$ cat src/rtl/axi4_burst_addr_seq.sv
// axi4_burst_addr_seq: AXI4 burst address sequencer, one registered beat per cycle with backpressure.
module axi4_burst_addr_seq #(
    parameter int ADDR_WIDTH = 16,
    parameter int DATA_WIDTH = 64
) (
    input  logic                    clk_i,
    input  logic                    rst_n_i,
    input  logic                    cmd_valid_i,
    output logic                    cmd_ready_o,
    input  logic [ADDR_WIDTH-1:0]   cmd_addr_i,
    input  logic [7:0]              cmd_len_i,
    input  logic [2:0]              cmd_size_i,
    input  logic [1:0]              cmd_burst_i,
    output logic                    beat_valid_o,
    input  logic                    beat_ready_i,
    output logic [ADDR_WIDTH-1:0]   beat_addr_o,
    output logic [7:0]              beat_idx_o,
    output logic [DATA_WIDTH/8-1:0] beat_strb_o,
    output logic                    beat_last_o,
    output logic                    busy_o,
    output logic                    err_o
);
    localparam int NB = DATA_WIDTH / 8;
    localparam int LB = $clog2(NB);
    localparam logic [1:0] FIXED = 2'd0, INCR = 2'd1, WRAP = 2'd2, RSVD = 2'd3;
    typedef enum logic {IDLE, BURST} state_t;
    state_t                  state_q;
    logic [ADDR_WIDTH-1:0]   addr_q, addr_d, s_mask, c_mask, cmd_mask, step;
    logic [7:0]              len_q, idx_q;
    logic [2:0]              size_q;
    logic [1:0]              burst_q;
    logic [NB-1:0]           strb_q;
    logic                    last_q, err_q, illegal;
    function automatic logic [NB-1:0] lanes(input logic [ADDR_WIDTH-1:0] a, input logic [2:0] sz);
        logic [NB-1:0]         r;
        logic [ADDR_WIDTH-1:0] al;
        int                    lo, hi;
        al = a & ~((ADDR_WIDTH'(1) << sz) - ADDR_WIDTH'(1));
        lo = int'(a % ADDR_WIDTH'(NB));
        hi = int'(al % ADDR_WIDTH'(NB)) + (1 << sz) - 1;
        for (int i = 0; i < NB; i++) r[i] = (i >= lo) && (i <= hi);
        return r;
    endfunction
    always_comb begin
        cmd_mask = (ADDR_WIDTH'(1) << cmd_size_i) - ADDR_WIDTH'(1);
        illegal  = (int'(cmd_size_i) > LB) || (cmd_burst_i == RSVD) ||
                   ((cmd_burst_i == WRAP) && (!(cmd_len_i inside {8'd1, 8'd3, 8'd7, 8'd15}) ||
                                              ((cmd_addr_i & cmd_mask) != '0)));
        step     = ADDR_WIDTH'(1) << size_q;
        s_mask   = step - ADDR_WIDTH'(1);
        c_mask   = ((ADDR_WIDTH'(len_q) + ADDR_WIDTH'(1)) << size_q) - ADDR_WIDTH'(1);
        addr_d   = (burst_q == FIXED) ? addr_q :
                   (burst_q == INCR)  ? (addr_q & ~s_mask) + step :
                                        (addr_q & ~c_mask) | ((addr_q + step) & c_mask);
    end
    always_ff @(posedge clk_i or negedge rst_n_i) begin
        if (!rst_n_i) begin
            state_q <= IDLE;
            addr_q  <= '0;
            len_q   <= '0;
            size_q  <= '0;
            burst_q <= '0;
            idx_q   <= '0;
            strb_q  <= '0;
            last_q  <= 1'b0;
            err_q   <= 1'b0;
        end else begin
            err_q <= 1'b0;
            if (state_q == IDLE) begin
                if (cmd_valid_i && illegal) begin
                    err_q <= 1'b1;
                end else if (cmd_valid_i) begin
                    state_q <= BURST;
                    addr_q  <= cmd_addr_i;
                    len_q   <= cmd_len_i;
                    size_q  <= cmd_size_i;
                    burst_q <= cmd_burst_i;
                    idx_q   <= '0;
                    strb_q  <= lanes(cmd_addr_i, cmd_size_i);
                    last_q  <= (cmd_len_i == 8'd0);
                end
            end else if (beat_ready_i) begin
                if (last_q) begin
                    state_q <= IDLE;
                    last_q  <= 1'b0;
                end else begin
                    addr_q <= addr_d;
                    idx_q  <= idx_q + 8'd1;
                    strb_q <= lanes(addr_d, size_q);
                    last_q <= (idx_q + 8'd1) == len_q;
                end
            end
        end
    end
    assign cmd_ready_o  = (state_q == IDLE);
    assign beat_valid_o = (state_q == BURST);
    assign busy_o       = (state_q == BURST);
    assign beat_addr_o  = addr_q;
    assign beat_idx_o   = idx_q;
    assign beat_strb_o  = strb_q;
    assign beat_last_o  = last_q;
    assign err_o        = err_q;
endmodule

$ cat config.mk
export PLATFORM = sky130hd
export DESIGN_NAME = axi4_burst_addr_seq
export DESIGN_NICKNAME = d
export VERILOG_FILES = /design/src/rtl/axi4_burst_addr_seq.sv
export SDC_FILE = /design/constraint.sdc
export NUM_CORES = 1
export LEC_CHECK = 0
export CAP_MARGIN = 20
export CORE_MARGIN = 2
export CORE_UTILIZATION = 30
export CTS_CLUSTER_SIZE = 10
export DETAILED_ROUTE_END_ITERATION = 16
export SYNTH_ARGS = -nofsm -noshare
export SYNTH_HDL_FRONTEND = slang
export SYNTH_SLANG_ARGS = --single-unit
$ cat constraint.sdc
create_clock -name clk_i -period 15 [get_ports clk_i]
set_input_delay 3 -clock clk_i [delete_from_list [all_inputs] [get_ports clk_i]]
set_output_delay 3 -clock clk_i [all_outputs]
set_load 0.1 [all_outputs]
==> results of run 1 <==
-- flip-flops by register name, indices dropped and copies added (netlist names) --
signal	cells
len_q	8
burst_q	2
beat_addr_o	16
beat_strb_o	8
beat_valid_o	1
beat_last_o	1
err_o	1
size_q	3
beat_idx_o	8
-- how the worst max path moves through the flow --
stage                   from                    endpoint  depth (start not counted)
4_1_cts        cmd_size_i[2]  beat_strb_o[2]$_DFFE_PN0P_                         21
5_1_grt        cmd_size_i[2]  beat_strb_o[3]$_DFFE_PN0P_                         21
3_3_place_gp   cmd_size_i[2]  beat_strb_o[2]$_DFFE_PN0P_                         21
3_5_place_dp   cmd_size_i[2]  beat_strb_o[2]$_DFFE_PN0P_                         21
2_1_floorplan  cmd_size_i[2]  beat_strb_o[3]$_DFFE_PN0P_                         21
6_report       cmd_size_i[2]  beat_strb_o[2]$_DFFE_PN0P_                         21
-- cell usage after synthesis, types with 21 or more instances --
library cell,number
nor2_1,54
xor2_1,22
o21ai_0,53
dfrtp_1,48
xnor2_1,26
clkbuf_1,22
inv_1,41
a21o_1,26
ha_1,43
a21oi_1,62
nand2_1,99
nand3_1,29
nor2b_1,21
-- kinds of logic after synthesis --
group                    Yosys count
adder cells (fa/ha/maj)           46
XOR/XNOR                          49
flip-flops                        48
AND/OR/NAND/NOR                  316
AO/OA/AOI/OAI                    270
buffers and inverters             92
multiplexers                      25
-- cell type report --
| class | count | area (sq um) |
|---|---|---|
| clock buffers | 6 | 139 |
| clock inverters | 2 | 38.8 |
| fillers | 2227 | 13600 |
| inverters | 43 | 161 |
| multi-input cells | 706 | 4840 |
| flip-flops and latches | 48 | 1200 |
| well taps | 275 | 344 |
| repair buffers | 76 | 738 |
-- layer usage --
layer / vias up / track usage, %
li1: 3185 / -
met1: 3100 / 25.0
met2: 199 / 30.4
met3: 32 / 2.06
met4: 0 / 6.68
met5: - / 0
-- worst max-delay path, stage by stage --
cell and delay (ps):
clkdlybuf4s50_1 650, nor3_2 340, inv_1 120, ha_1 270, nor2_1 140, a21oi_1 90
ha_1 310, a21o_1 150, a21oi_1 210, o21bai_1 90, a21o_1 200, a221oi_1 310
ha_1 180, nand3b_1 70, a2111oi_0 320, o311ai_0 200, a211oi_1 490, nand2_1 200
o211ai_1 200, a21oi_1 90, a21o_1 200
-- metrics by stage --
step / util, % / area (sq um) / worst slack (ps)
final: 35.4 / 7470 / 7370
after global routing: 35.4 / 7470 / 6720
after CTS: 35.4 / 7470 / 7390
after detailed placement: 34.6 / 7290 / 7090
after global placement: 34.6 / 7290 / 7220
after floorplan: - / 6460 / 8160
==> reports/metrics.cfg, run 1 <==
[outcome]
run_status = complete, no violations

[yosys]
share_of_the_synthesized_netlist_area_taken_by_xor_and_xnor_gates_pct = 6.76
synth_top_flop_cell = dfrtp_1
largest_family_of_logic_cells_by_synthesized_area = compound AO/OA/AOI/OAI gates
netlist_area_sq_um = 6460
synth.avg_cell_area_sq_um = 7.64
number_of_synthesized_register_bits = 48
netlist_instances = 846
synth_seq_area_share_pct = 18.6
synth_top_cell_by_area = dfrtp_1
synth_warnings = 0
adder_and_majority_gate_portion_of_the_synthesized_area_pct = 9.10
post_synth_mux_area_share_pct = 4.22
number_of_enable_type_register_cells_in_the_synthesized_netlist = 0
syn_nets = 924
synthArstFlopShare_pct = 100
yosysUniqueCellTypes = 97
synth_simple_gate_area_share_pct = 25.9
synth_area_leaders = dfrtp_1, ha_1, nand2_1, a21oi_1, o21ai_0
synth_compound_area_share_pct = 29.0
fraction_of_synthesized_cell_area_taken_by_the_top_area_cell_type_pct = 18.6

[global_route]
wire_length_of_the_first_global_routing_pass_microns = 33100
grt_use_total_pct = 18.5
grt_start_max_net_pins = 49
grt_antenna_before_repair = 0
global_route.overflow_total = 0
first_global_vias = 6022

[placement]
place_hpwl_microns = 15900
place_inst = 1148
routabilityCongestion = 0.897
port-buffer-count = 69

[cts]
root_buffer = clkbuf_16
cts.hold.buffers_added = 0
post_cts_resize_count = 0
htree_levels = 2
worst_skew_pair_later_pin_latency_ps = 310
clkSlewWorstSetupHoldPaths_ps = 60
clockBufferDepth = 2
cts_buffers = 5
cts_post_setup_buffers_inserted = 0
numClockSinks = 48
cts_tree = done

[floorplanning]
pin_count = 70
die_y_microns = 151
rows = 53
initial_utilization_pct = 30.6
chipWidth_microns = 151
design.die.area_sq_um = 22700
fp.coreArea_sq_um = 21100

[job]
maxCapViolations = 0

[setup_path]
r2r_cells = 24
worstPathArrival_ps = 7820
critPathKind = in -> reg
r2r-end = beat_strb_o[1]$_DFFE_PN0P_
timing.critical_path.fanout_max = 12
endpoint_kind_of_the_worst_setup_timing_path = register
start_kind = input port
ff2ff_setup_slack_ps = 9140
rr_startpoint = size_q[0]$_DFFE_PN0P_
critPathRequiredTime_ps = 15190

[detailed_routing]
drtPass1Iterations = 5
met2WireLength_microns = 9870
detailedRoute.firstIterationViolations = 429
dr_total_vias = 6516
detail_route.wirelength.met1_microns = 9360
avgRoutedWirePerCell_microns = 18.0
wl_met3_microns = 1030
totalWireLength_microns = 20900
total_drc_errors_in_the_routed_layout = 0
viasPerCell = 5.64
dr.max_layer_used = met4
antenna_nets_post_route = 0

[finish]
post_route_cells_drive_above_1_share_pct = 7.95
antennaDiodeCount = 0
mostFrequentLayoutCell = nand2_1
syn_to_final_growth_pct = 15.6
nNetsFinal = 958
layoutNonFillerInstCount = 1156
final_cell_mix = nand2_1, clkdlybuf4s50_1, a21oi_1, nor2_1, o21ai_0

[min_path]
timing.hold.worst.class = reg -> reg
worst_hold_path.num_cells = 1
hold_path.startpoint = beat_strb_o[4]$_DFFE_PN0P_
hold_end = beat_strb_o[4]$_DFFE_PN0P_

[sta]
setup_total_neg_slack_ps = 0
clock_skew_ps = 9.80
grt_setup_unrepaired = false
tightestPinTransition_ps = 1010
maxClockFrequency_mhz = 131
post-route-period-util_pct = 50.9
slew_headroom_pct = 32.7
period_minus_slack_ps = 7630
number_of_setup_violations_in_the_final_report = 0
fin_hold_ws_ps = 479
drv_slew = 0
hold_viol_final = 0

Power of run 1 is not shown: default switching activity piles up to over one toggle a cycle in this logic, so the estimate is an artifact.
==> run 2: changes to the inputs <==
Clock period 15 ns to 7.9 ns, I/O delays scaled along.
==> reports/metrics.cfg, run 2 (synthesis results as in run 1) <==
[cts]
cts_tree = done
root_buffer = clkbuf_16
cts_buffers = 5  ; unchanged
htree_levels = 2  ; unchanged
worst_skew_pair_later_pin_latency_ps = 320  ; about the same
numClockSinks = 48  ; unchanged
post_cts_resize_count = 0  ; unchanged
clkSlewWorstSetupHoldPaths_ps = 70  ; about the same
cts.hold.buffers_added = 0  ; unchanged
cts_post_setup_buffers_inserted = 0  ; unchanged
clockBufferDepth = 2  ; unchanged

[placement]
port-buffer-count = 69  ; unchanged
routabilityCongestion = 0.918  ; +2.4%
placed_cell_area_sq_um = 7300  ; +0.10%
place_hpwl_microns = 16300  ; +2.3%

[global_route]
grt_use_total_pct = 18.9  ; +0.40 points
wire_length_of_the_first_global_routing_pass_microns = 33400  ; +1.1%
grt_antenna_before_repair = 1  ; +1
global_route.overflow_total = 0  ; unchanged
first_global_vias = 6096  ; +1.2%
grt_start_max_net_pins = 49  ; unchanged

[detailed_routing]
drtPass1Iterations = 5  ; unchanged
viasPerCell = 5.62  ; -0.28%
antenna_nets_post_route = 0  ; unchanged
detailedRoute.firstIterationViolations = 550  ; +28%
dr_total_vias = 6509  ; -0.11%
total_drc_errors_in_the_routed_layout = 0  ; unchanged
totalWireLength_microns = 21100  ; +1.3%
avgRoutedWirePerCell_microns = 18.2  ; +1.1%

[floorplanning]
initial_utilization_pct = 30.6  ; unchanged
pin_count = 70  ; unchanged
die_y_microns = 151  ; unchanged
design.die.area_sq_um = 22700  ; unchanged
fp.coreArea_sq_um = 21100  ; unchanged
chipWidth_microns = 151  ; unchanged
rows = 53  ; unchanged

[min_path]
worst_hold_path.num_cells = 1  ; unchanged
hold_end = beat_strb_o[4]$_DFFE_PN0P_
hold_path.startpoint = beat_strb_o[4]$_DFFE_PN0P_
timing.hold.worst.class = reg -> reg

[setup_path]
ff2ff_setup_slack_ps = 1990  ; -7150 ps
endpoint_kind_of_the_worst_setup_timing_path = register
critPathRequiredTime_ps = 8100  ; -7090 ps
rr_startpoint = size_q[0]$_DFFE_PN0P_
critPathKind = in -> reg
timing.critical_path.fanout_max = 14  ; +2
start_kind = input port
r2r_cells = 24  ; unchanged
r2r-end = beat_strb_o[1]$_DFFE_PN0P_
worstPathArrival_ps = 6460  ; -1360 ps

[sta]
period_minus_slack_ps = 6260
grt_setup_unrepaired = false
slew_headroom_pct = 32.7  ; +0.038 points
tightestPinTransition_ps = 1010  ; -0.00721 ps
hold_viol_final = 0  ; unchanged
setup_total_neg_slack_ps = 0  ; unchanged
maxClockFrequency_mhz = 160
fin_hold_ws_ps = 482  ; +2.92 ps
clock_skew_ps = 11.3  ; +1.53 ps
drv_slew = 0  ; unchanged
number_of_setup_violations_in_the_final_report = 0  ; unchanged
post-route-period-util_pct = 79.2

[finish]
nFillCells = 2231  ; +0.18%
multiInputGateArea_sq_um = 4840  ; unchanged
post_route_cells_drive_above_1_share_pct = 8.05  ; +0.10 points
nNetsFinal = 959  ; +0.10%
largest_register_ffs = 16  ; unchanged
layout.cell_area.non_filler_sq_um = 7490  ; +0.35%
syn_to_final_growth_pct = 16.0
final_cell_mix = nand2_1, clkdlybuf4s50_1, a21oi_1, nor2_1, o21ai_0
final-seq-area_sq_um = 1200  ; unchanged
mostFrequentLayoutCell = nand2_1
final_util_pct = 35.5  ; +0.12 points

[job]
maxCapViolations = 0  ; unchanged

[outcome]
run_status = complete, no violations

==> run 2: cell types whose count changed in the layout (fill, tap and decap cells not counted), sizes merged <==
| cell | before | now |
|---|---|---|
| clkbuf | 6 | 5 |
| inv | 42 | 43 |
| clkinv | 2 | 1 |
| bufinv | 1 | 2 |
| buf | 8 | 9 |
| diode | 0 | 1 |
==> run 2: worst max path at each step <==
stage,startpoint,depth (start not counted),to
6_report,cmd_size_i[1],21,beat_strb_o[2]$_DFFE_PN0P_
5_1_grt,cmd_size_i[1],21,beat_strb_o[2]$_DFFE_PN0P_
4_1_cts,cmd_size_i[1],21,beat_strb_o[2]$_DFFE_PN0P_
3_5_place_dp,cmd_size_i[1],21,beat_strb_o[2]$_DFFE_PN0P_
3_3_place_gp,cmd_size_i[2],21,beat_strb_o[2]$_DFFE_PN0P_
2_1_floorplan,cmd_size_i[2],21,beat_strb_o[3]$_DFFE_PN0P_
==> run 2: critical path: stages <==
cell,delay (ps)
clkdlybuf4s50_1,660
nor3_2,320
inv_1,120
ha_1,270
nor2_1,130
a21oi_1,90
ha_1,310
a21o_1,150
a21oi_1,210
o21bai_1,90
a21o_1,200
a221oi_1,350
ha_1,180
nand3b_1,60
a2111oi_0,350
o311ai_0,200
a211oi_1,470
nand2_1,200
o211ai_1,210
a21oi_1,90
a21o_1,200
==> run 2: cell type report <==
class | instances | area share, %
Clock inverter | 3 | 0.918
Inverter | 43 | 2.15
Clock buffer | 5 | 1.67
Tap cell | 275 | 4.59
Sequential cell | 48 | 16.0
Multi-Input combinational cell | 706 | 64.7
Antenna cell | 1 | 0.0334
Timing Repair Buffer | 77 | 9.95
==> run 2: routing by layer <==
metal / GRT usage (%) / wire length (microns) / up-vias
li1: - / - / 3181
met1: 25.1 / 9420 / 3068
met2: 30.6 / 9830 / 217
met3: 2.67 / 1180 / 43
met4: 7.80 / 691 / 0
met5: 0 / 0 / -
==> run 2: metrics by stage <==
stage | cells | setup slack, ps
floorplan | 846 | 2480
global placement | 1149 | 1580
global route | 1157 | 1240
CTS | 1157 | 1660
finish | 1158 | 1640
detailed placement | 1149 | 1350
Power of run 2 is left out for the same reason.
==> run 3: changes to the inputs <==
Clock period 7.9 ns to 5.2 ns, I/O delays scaled along.
==> reports/metrics.cfg, run 3 (synthesis results as in run 1) <==
[outcome]
run_status = complete, no violations

[finish]
syn_to_final_growth_pct = 21.0
antennaDiodeCount = 0  ; -1
final_cell_mix = nand2_1, clkdlybuf4s50_1, a21oi_1, nor2_1, o21ai_0
nNetsFinal = 999  ; +4.2%
mostFrequentLayoutCell = nand2_1
post_route_cells_drive_above_1_share_pct = 13.3  ; +5.3 points
largest_register_ffs = 16  ; unchanged

[floorplanning]
design.die.area_sq_um = 22700  ; unchanged
chipWidth_microns = 151  ; unchanged
pin_count = 70  ; unchanged
fp.coreArea_sq_um = 21100  ; unchanged
die_y_microns = 151  ; unchanged
rows = 53  ; unchanged
initial_utilization_pct = 30.6  ; unchanged

[global_route]
grt_start_max_net_pins = 49  ; unchanged
first_global_vias = 6242  ; +2.4%
wire_length_of_the_first_global_routing_pass_microns = 33800  ; +1.2%
grt_use_total_pct = 18.8  ; -0.048 points
global_route.overflow_total = 0  ; unchanged
grt_antenna_before_repair = 0  ; -1

[setup_path]
worstPathArrival_ps = 5100  ; -1360 ps
endpoint_kind_of_the_worst_setup_timing_path = register
r2r-end = beat_strb_o[1]$_DFFE_PN0P_
critPathRequiredTime_ps = 5400  ; -2700 ps
r2r_cells = 24  ; unchanged
rr_startpoint = len_q[0]$_DFFE_PN0P_
timing.critical_path.fanout_max = 4  ; -10
critPathKind = reg -> reg
ff2ff_setup_slack_ps = 290  ; -1700 ps
start_kind = register

[cts]
clkSlewWorstSetupHoldPaths_ps = 70  ; about the same
clockBufferDepth = 2  ; unchanged
cts_buffers = 5  ; unchanged
numClockSinks = 48  ; unchanged
cts_tree = done
cts.hold.buffers_added = 0  ; unchanged
root_buffer = clkbuf_16
worst_skew_pair_later_pin_latency_ps = 310  ; about the same
htree_levels = 2  ; unchanged

[sta]
clock_skew_ps = 9.04  ; -2.29 ps
slew_headroom_pct = 32.7  ; about the same
hold_viol_final = 0  ; unchanged
drv_slew = 0  ; unchanged
worst_slack_ps = 292  ; -1350 ps
number_of_setup_violations_in_the_final_report = 0  ; unchanged
period_minus_slack_ps = 4910
tightestPinTransition_ps = 1010  ; +0.147 ps
maxClockFrequency_mhz = 204
grt_setup_unrepaired = true
post-route-period-util_pct = 94.4

[min_path]
hold_end = beat_strb_o[2]$_DFFE_PN0P_
timing.hold.worst.class = reg -> reg
worst_hold_path.num_cells = 1  ; unchanged
hold_path.startpoint = beat_strb_o[2]$_DFFE_PN0P_

[placement]
routabilityCongestion = 0.924  ; +0.70%
place_hpwl_microns = 16700  ; +2.8%
port-buffer-count = 69  ; unchanged
preCtsSetupSlack_ps = -72.4  ; -1420 ps

[detailed_routing]
detailedRoute.firstIterationViolations = 524  ; -4.7%
totalWireLength_microns = 21400  ; +1.2%
total_drc_errors_in_the_routed_layout = 0  ; unchanged
drtPass1Iterations = 6  ; +1
dr_total_vias = 6704  ; +3.0%
avgRoutedWirePerCell_microns = 17.9  ; -2.1%
antenna_nets_post_route = 0  ; unchanged
viasPerCell = 5.60  ; -0.36%

[job]
maxCapViolations = 0  ; unchanged

==> run 3: cell count changes in the layout (fill, tap and decap cells not counted), sizes merged <==
cell      before  now
diode          1    0
clkinvlp       0    1
bufinv         2    1
buf            9   49
==> run 3: worst max-delay path by stage <==
| stage | startpoint | to | cells past startpoint |
|---|---|---|---|
| floorplan | beat_addr_o[1]$_DFFE_PN0P_ | beat_strb_o[1]$_DFFE_PN0P_ | 22 |
| finish | len_q[0]$_DFFE_PN0P_ | beat_strb_o[1]$_DFFE_PN0P_ | 24 |
| CTS | size_q[0]$_DFFE_PN0P_ | beat_strb_o[1]$_DFFE_PN0P_ | 24 |
| global route | len_q[1]$_DFFE_PN0P_ | beat_strb_o[1]$_DFFE_PN0P_ | 24 |
| global placement | cmd_size_i[2] | beat_strb_o[3]$_DFFE_PN0P_ | 21 |
| detailed placement | cmd_size_i[2] | beat_strb_o[3]$_DFFE_PN0P_ | 21 |
==> run 3: layout make-up <==
type	instances	area, sq um
Fill cell	2251	13300
Timing Repair Buffer	117	1050
Tap cell	275	344
Clock buffer	5	125
Clock inverter	3	46.3
Multi-Input combinational cell	706	4890
Sequential cell	48	1200
Inverter	43	161
==> run 3: worst max-delay path, stage by stage (launching register included) <==
cell and delay [ps]:
dfrtp_1 380, ha_1 330, or2_1 140, nand2_1 80, or2_2 290, ha_1 230
xor2_1 190, mux2i_1 240, nor2_1 70, a21oi_2 160, a21o_1 180, inv_1 50
ha_1 270, a21o_1 160, a21oi_2 80, o21ai_1 140, a21oi_1 90, o31a_1 260
ha_1 270, nor3b_1 170, o2111a_1 220, nand4_1 200, o311ai_2 340, a21oi_1 100
a21o_1 160
==> run 3: timing repair <==
| action | CTS | global route |
|---|---|---|
| gates resized for setup | 0 | 14 |
| setup endpoints to repair | 0 | 10 |
| hold endpoints to repair | 0 | 0 |
| buffers inserted | 0 | 1 |
==> run 3: per-stage QoR <==
| step | hold WS [ps] | util [%] | area (sq um) | std cells | TNS, ps |
|---|---|---|---|---|---|
| after floorplan | 643 | - | 6460 | 846 | 0 |
| after global placement | 469 | 36.0 | 7590 | 1188 | 0 |
| after detailed placement | 469 | 36.0 | 7590 | 1188 | -157 |
| after CTS | 482 | 36.8 | 7760 | 1196 | 0 |
| after global routing | 509 | 37.1 | 7820 | 1197 | -65.7 |
| final | 476 | 37.1 | 7820 | 1197 | 0 |
==> run 3: layer usage <==
metal  share of wire (%)  up-vias  wire length (microns)  global-route usage (%)
met3                 5.0       36                   1070                    2.21
met2                  49      213                  10400                    32.0
met1                  43     3193                   9280                    24.7
met5                   0        -                      0                       0
li1                    -     3262                      -                       -
met4                 2.9        0                    622                    6.40
Power of run 3 is left out for the same reason.
